File: config.mk
export PLATFORM = sky130hd
export DESIGN_NAME = tt_um_power_seq
export DESIGN_NICKNAME = d
export VERILOG_FILES = /design/src/rtl/tt_um_power_seq.sv
export SDC_FILE = /design/constraint.sdc
export NUM_CORES = 1
export LEC_CHECK = 0
export ABC_CLOCK_PERIOD_IN_PS = 5790
export CAP_MARGIN = 20
export CELL_PAD_IN_SITES_DETAIL_PLACEMENT = 1
export CELL_PAD_IN_SITES_GLOBAL_PLACEMENT = 1
export CORE_ASPECT_RATIO = 0.6
export CORE_MARGIN = 1.5
export CORE_UTILIZATION = 46
export CTS_CLUSTER_DIAMETER = 50
export DETAILED_ROUTE_END_ITERATION = 7
export MAX_ROUTING_LAYER = met4
export PLACE_DENSITY = 0.87
export SETUP_SLACK_MARGIN = 0.4
export SYNTH_ARGS = -nofsm -noshare
export SYNTH_HDL_FRONTEND = slang
export SYNTH_SLANG_ARGS = --single-unit
File: constraint.sdc
create_clock -name clk -period 5.79 [get_ports clk]
set_input_delay 1.4475 -clock clk [delete_from_list [all_inputs] [get_ports clk]]
set_output_delay 1.4475 -clock clk [all_outputs]
set_load 0.005 [all_outputs]
File: src/rtl/tt_um_power_seq.sv
// Burst sequencer for the 7+7-bit power-test adder: operands come from pins, an LFSR or a max-toggle pattern, only during ON bursts.
// Latency: a config write lands 2 edges after the strobe is first sampled high; operand-to-sum latency is 1 cycle.
// Backpressure: none; ena=0 freezes everything except the strobe synchronizer/edge detector, so strobes seen then are lost.
// Ports: clk, rst_n (async, active-low), ena; ui_in = {strobe, addr[1:0], data[4:0]} and PIN operand A in [6:0];
//        uio_in[6:0] = PIN operand B; uo_out = registered A+B; uio_out[7] = BUSY_ON; uio_oe = 8'h80.
module tt_um_power_seq #(
    parameter logic [13:0] LFSR_SEED = 14'h0001,
    parameter logic [4:0]  DEF_ON    = 5'd16,
    parameter logic [4:0]  DEF_OFF   = 5'd16
) (
    input  logic       clk,
    input  logic       rst_n,
    input  logic       ena,
    input  logic [7:0] ui_in,
    output logic [7:0] uo_out,
    input  logic [7:0] uio_in,
    output logic [7:0] uio_out,
    output logic [7:0] uio_oe
);

    typedef enum logic [1:0] {
        IDLE = 2'd0,
        ON   = 2'd1,
        OFF  = 2'd2
    } state_t;

    localparam logic [1:0] MODE_PIN  = 2'd1;
    localparam logic [1:0] MODE_LFSR = 2'd2;
    localparam logic [1:0] MODE_TOG  = 2'd3;

    state_t      state;
    state_t      state_nxt;
    logic [4:0]  cnt;
    logic [4:0]  cnt_nxt;
    logic [4:0]  on_len;
    logic [4:0]  off_len;
    logic [1:0]  mode;
    logic        tog;
    logic [13:0] lfsr;
    logic [13:0] lfsr_nxt;
    logic [6:0]  op_a;
    logic [6:0]  op_b;

    logic        strb_s1;
    logic        strb_s2;
    logic        strb_prev;
    logic        wr_pulse;
    logic        wr_on;
    logic        wr_off;
    logic        wr_mode;
    logic        cmd_start;
    logic        cmd_stop;
    logic        unused_ok;

    assign unused_ok = &{1'b0, uio_in[7]};

    // Synchronizer and edge flop keep running while ena=0 so a strobe
    // rising during a freeze is consumed then and never replayed later.
    always_ff @(posedge clk or negedge rst_n) begin
        if (!rst_n) begin
            strb_s1   <= 1'b0;
            strb_s2   <= 1'b0;
            strb_prev <= 1'b0;
        end else begin
            strb_s1   <= ui_in[7];
            strb_s2   <= strb_s1;
            strb_prev <= strb_s2;
        end
    end

    assign wr_pulse  = ena & strb_s2 & ~strb_prev;
    assign wr_on     = wr_pulse && (ui_in[6:5] == 2'd0);
    assign wr_off    = wr_pulse && (ui_in[6:5] == 2'd1);
    assign wr_mode   = wr_pulse && (ui_in[6:5] == 2'd2);
    assign cmd_stop  = wr_pulse && (ui_in[6:5] == 2'd3) && ui_in[1];
    assign cmd_start = wr_pulse && (ui_in[6:5] == 2'd3) && ui_in[0] && !ui_in[1];

    // Taps 14,13,12,2 -> bits 13,12,11,1; maximal length, never hits zero.
    assign lfsr_nxt = {lfsr[12:0], lfsr[13] ^ lfsr[12] ^ lfsr[11] ^ lfsr[1]};

    always_ff @(posedge clk or negedge rst_n) begin
        if (!rst_n) begin
            state <= IDLE;
            cnt   <= 5'd0;
        end else begin
            state <= state_nxt;
            cnt   <= cnt_nxt;
        end
    end

    always_comb begin
        state_nxt = state;
        cnt_nxt   = cnt;
        if (ena) begin
            case (state)
                ON: begin
                    if (cnt != 5'd0) begin
                        cnt_nxt = cnt - 5'd1;
                    end else if (off_len != 5'd0) begin
                        state_nxt = OFF;
                        cnt_nxt   = off_len - 5'd1;
                    end else begin
                        cnt_nxt = on_len - 5'd1;
                    end
                end
                OFF: begin
                    if (cnt == 5'd0) begin
                        state_nxt = ON;
                        cnt_nxt   = on_len - 5'd1;
                    end else begin
                        cnt_nxt = cnt - 5'd1;
                    end
                end
                default: begin
                end
            endcase
            // Commands override the burst timing; START from IDLE needs a
            // usable mode and a nonzero burst, a restart from ON/OFF does not.
            if (cmd_stop) begin
                state_nxt = IDLE;
            end else if (cmd_start &&
                         (state != IDLE || (mode != 2'd0 && on_len != 5'd0))) begin
                state_nxt = ON;
                cnt_nxt   = on_len - 5'd1;
            end
        end
    end

    // Operands, LFSR, sum and config. Operand updates use the mode held
    // before this edge, so a MODE write affects only the following update.
    always_ff @(posedge clk or negedge rst_n) begin
        if (!rst_n) begin
            op_a    <= 7'd0;
            op_b    <= 7'd0;
            uo_out  <= 8'd0;
            lfsr    <= LFSR_SEED;
            tog     <= 1'b0;
            on_len  <= DEF_ON;
            off_len <= DEF_OFF;
            mode    <= 2'd0;
        end else if (ena) begin
            uo_out <= {1'b0, op_a} + {1'b0, op_b};
            if (state == ON) begin
                case (mode)
                    MODE_PIN: begin
                        op_a <= ui_in[6:0];
                        op_b <= uio_in[6:0];
                    end
                    MODE_LFSR: begin
                        lfsr <= lfsr_nxt;
                        op_a <= lfsr_nxt[6:0];
                        op_b <= lfsr_nxt[13:7];
                    end
                    MODE_TOG: begin
                        // tog=0 gives all-ones, so the first update is 7'h7F
                        op_a <= {7{~tog}};
                        op_b <= {7{~tog}};
                        tog  <= ~tog;
                    end
                    default: begin
                    end
                endcase
            end
            if (wr_on) begin
                on_len <= ui_in[4:0];
            end
            if (wr_off) begin
                off_len <= ui_in[4:0];
            end
            if (wr_mode) begin
                mode <= ui_in[1:0];
                tog  <= 1'b0;
            end
        end
    end

    assign uio_out = {(state == ON), 7'd0};
    assign uio_oe  = 8'h80;

endmodule

# Word level (Yosys, flattened, before mapping)
# Index checks and enable logic that the tools add are counted.
# word_totals
register_bits,59
romBits,0
out_inout_bits,24
latch_bits,0
n_memories,0
ramBits,0
# classes
bitwise_logic,7
addsub,4
shifts,0
div,0
n_eq_ne,11
n_mux,17
magnitude_cmp,0
mul,0
n_reduce_logical,29
# ops
operator,n
$pmux W7 S3,2
$mux W5,5
$reduce_bool A5 Y1,3
$sub A5 B1 Y5 const B,3
$eq A2 B2 Y1 const B,5
$mux W2,5
$pmux W5 S2,1
$logic_and A1 B1 Y1,9
$reduce_and A3 Y1,3
$add A7 B7 Y8,1
$reduce_bool A2 Y1,4
$eq A2 B1 Y1 const B,3
$reduce_and A2 Y1,3
$logic_not A5 Y1,1
$reduce_and A5 Y1,1
$ne A4 B1 Y1 const B,1
$ne A4 B3 Y1 const B,1
$ne A4 B4 Y1 const B,1
$pmux W2 S2,1
$reduce_bool A4 Y1,1
$mux W1,3
$reduce_bool A3 Y1,1
$xor A1 B1 Y1,3
$and A1 B1 Y1,2
other kinds (4),5

# Depth between registers and ports, before layout
# logic_depth
depth_word,8
ltp_mapped,8

# Worst setup path before layout
# No wires, ideal clock.
# synth_timing
path_kind,input port to flip-flop
from,in ena
to,reg op_a[3]
stages,6
t_arrival_ps,2580
path_slack_ps,3073
path_cell_list,clkbuf_1 nand2_1 nor2_1 o21a_1 buf_1 a21oi_1
# synth_between
elab_chain_cells,1
# synth_lines
element,line,rtl
start: declaration,13,"input logic ena,"
$reduce_and A3 Y1 (no source line),-,
end signal: assignment,146,op_a <= ui_in[6:0];
end signal: assignment,151,op_a <= lfsr_nxt[6:0];
end signal: assignment,156,op_a <= {7{~tog}};
end: declaration,41,logic [6:0] op_a;
# Every way passes these cells.
# A chain may end at the register's enable or synchronous reset.

# Worst setup path after layout
# layout_timing
from,in ena
to,reg cnt[2]
# layout_between
elab_chain_cells,8
elab_cells_between_ends,9
# layout_lines
element,line,rtl
$and A1 B1 Y1 (2 in a row),71,assign wr_pulse = ena & strb_s2 & ~strb_prev;
$logic_and A1 B1 Y1,"75, 76",
$logic_and A1 B1 Y1 (2 in a row),76,assign cmd_start = wr_pulse && (ui_in[6:5] == 2'd3) && ui_in[0] && !ui_in[1];
$logic_and A1 B1 Y1,121,end else if (cmd_start &&
$mux W5,121,
$mux W5,119,if (cmd_stop) begin
end signal: assignment,87,cnt <= cnt_nxt;
end: declaration,33,logic [4:0] cnt;
# Several ways; a longest one is shown, not always the timed one.

==> results_dict.tcl <==
set metrics [dict create \
    status "completed" \
    timing.fmax_mhz 278 \
    clk_pin_slew_ns 0.06 \
    power_mw 2.09 \
    layout_common_cells "56 x dfrtp_1, 32 x a21oi_1, 28 x nor2_1, 25 x mux2_2, 25 x clkdlybuf4s50_1" \
    worstMarginPinSlew_ns 1.05 \
    cts_buffers 9 \
    yosysTopAreaCell "dfrtp_1" \
    vias_per_cell 5.61 \
    ios 43 \
    wirelength_um 9010 \
    grt.overflow.total 0 \
    yosysSeqAreaShare_pct 43.5 \
    hold_path.class "reg2reg" \
    required_ns 5.99 \
    synthArstFlopShare_pct 100 \
    port_buffers 26 \
    grt_max_degree 60 \
    cts_hold_buf 0 \
    synth_warnings 0 \
    fin_ws_ns 2.20 \
    fin_nets 403 \
    fin_tns_setup_ns 0 \
    finalClockSkew_ns 0.00671 \
    first_pass_iters 4 \
    grtUsageTotal_pct 25.7 \
    drt-initial-drc-count 133 \
    worstPathMaxFanout 29 \
    core_area_um2 7210 \
    clk_latency_ns 0.33 \
    antenna_found_initial 0 \
    grt_pass1_vias 2757 \
    cts_tree "yes" \
    ctsLongestPathBuffers 2 \
    final_common_cell "dfrtp_1" \
    antenna_left 0 \
    period_minus_slack_ns 3.59 \
    pwr-share-comb_pct 41.6 \
    wl_per_cell_um 19.3 \
    vias 2616 \
    grt_first_pass_wirelength_um 15000 \
    cp-end-kind "register" \
    critical_path_class "in2reg" \
    die_area_um2 7940 \
    final_max_slew_viol_count 0 \
    synth_ff_type "dfrtp_1" \
    htreeDepth 3 \
    drive_above_1_share_pct 14.1 \
    p_int_mw 1.29 \
    period_share_pct 62.0 \
    grt_setup_unrepaired "no" \
    synth-seq-cells 59 \
    arrival_ns 3.79 \
    place_congestion 0.895 \
    power.density_nw_per_um2 524 \
    synth_area_um2 3400 \
    postCtsSetupRepairBufs 0 \
    seqCellArea_um2 1480 \
    finalHoldViolations 0 \
    drc_errors 0 \
    synth_top_area_share_pct 41.2 \
    netSwitchingPower_mw 0.793 \
    synth_edf_count 0 \
    n_fill_cell 806 \
    seqPwrFrac_pct 32.1 \
    dp_slack_ns 1.95 \
    clock-sinks 59 \
    die-width_um 114 \
    p_leak_nw 1.75 \
    n_antenna_cell 0 \
    area_growth_pct 17.0 \
    peakVddDrop_v 0.000190 \
    fp-row-count 24 \
    yosysUniqueCellTypes 55 \
    placed_cell_area_um2 3670 \
    max_cap_violations 0 \
    place_hpwl_um 6100 \
    die_h_um 69.6 \
    swShare_pct 38.0 \
    pwr-share-clk_pct 26.2 \
    synthTopCellsByArea "dfrtp_1 41%, mux2_2 8.3%, ha_1 4.8%" \
    setup_viol 0 \
    multi_input_area_um2 1720 \
    start_util_pct 47.2 \
    cts_root_buf "clkbuf_16" \
    syn_inst 346 \
    avgSynthCellArea_um2 9.83 \
    cts_resized 0 \
    slew_headroom_pct 30.0 \
    cp-start-kind "input pin" \
    finish.instance_area_um2 3980 \
]
==> per-stage QoR <==
step	cells	hold slack (ns)	utilization, %
2_1_floorplan	359	0.331	-
3_3_place_gp	450	0.335	50.9
3_5_place_dp	450	0.338	50.9
4_1_cts	466	0.352	55.2
5_1_grt	466	0.377	55.2
6_report	466	0.349	55.2
==> power by group through the flow <==
stage	clock network (mW)	logic (mW)	registers, mW
after floorplan	0	0.608	0.631
after global routing	0.573	0.971	0.694
after detailed placement	0	0.838	0.674
after global placement	0	0.799	0.662
after CTS	0.556	0.869	0.671
final	0.548	0.869	0.671
==> metal layers <==
layer  track usage (%)  wire length [um]
met5                 -                 0
met1              36.6              4300
met2              37.2              4080
met4              4.86                92
met3              7.17               539
==> final timing paths <==
kind                       startpoint          to  slack [ns]  cells past startpoint
hold reg to reg               strb_s1     strb_s2        0.35                      0
max in group asynchronous       rst_n      cnt[3]        4.00                      2
min in group asynchronous       rst_n  off_len[3]        1.27                      2
hold / removal                strb_s1     strb_s2        0.35                      0
setup / recovery                  ena      cnt[2]        2.20                      7
setup reg to reg              mode[1]     lfsr[4]        2.85                      3
==> worst max-delay path, stage by stage <==
cell and delay (ns):
clkdlybuf4s50_1 0.45, buf_4 0.31, nor2b_1 0.23, nand4_1 0.34
nor3_4 0.45, o22ai_1 0.17, or3_1 0.37
==> synth_stat cells, types with 4 or more instances <==
cell type and count:
dfrtp_1 56, a21oi_1 32, nor2_1 28, mux2_2 25, nand2_1 21, inv_1 20, nor2b_1 19, o21ai_0 18
buf_4 16, ha_1 13, clkbuf_1 9, xnor2_1 7, nand2b_1 6, a31oi_1 4, mux2i_1 4, nand4_1 4
nor3_1 4
==> kinds of logic (layout without fill, tap and decap cells) <==
group | Yosys count | in the layout | share of synthesized area (%)
other | 2 | 15 | 0.221
DFF | 59 | 59 | 43.5
adders and majority gates | 14 | 14 | 5.37
and+or+nand+nor | 103 | 103 | 17.2
AOI/OAI and AO/OA | 80 | 80 | 14.4
buffers and inverters | 49 | 65 | 7.25
muxes | 29 | 29 | 9.45
xor gates and xnor gates | 10 | 10 | 2.57
==> registers in the layout, indices dropped and copies added, names as in the netlist, 2 cells and up <==
signal,flops
op_b,7
op_a,7
state,2
off_len,5
mode,2
on_len,5
uo_out,8
lfsr,14
cnt,5
==> layout make-up <==
| cell class | count | share of cell area, % |
|---|---|---|
| clock buffer | 10 | 6.00 |
| clock inverter | 6 | 1.79 |
| sequential | 59 | 37.2 |
| timing repair buffer | 29 | 6.98 |
| multi-input combinational | 251 | 43.3 |
| tap | 91 | 2.86 |
| inverter | 20 | 1.89 |
No activity file was read; power rests on OpenSTA's default activity.
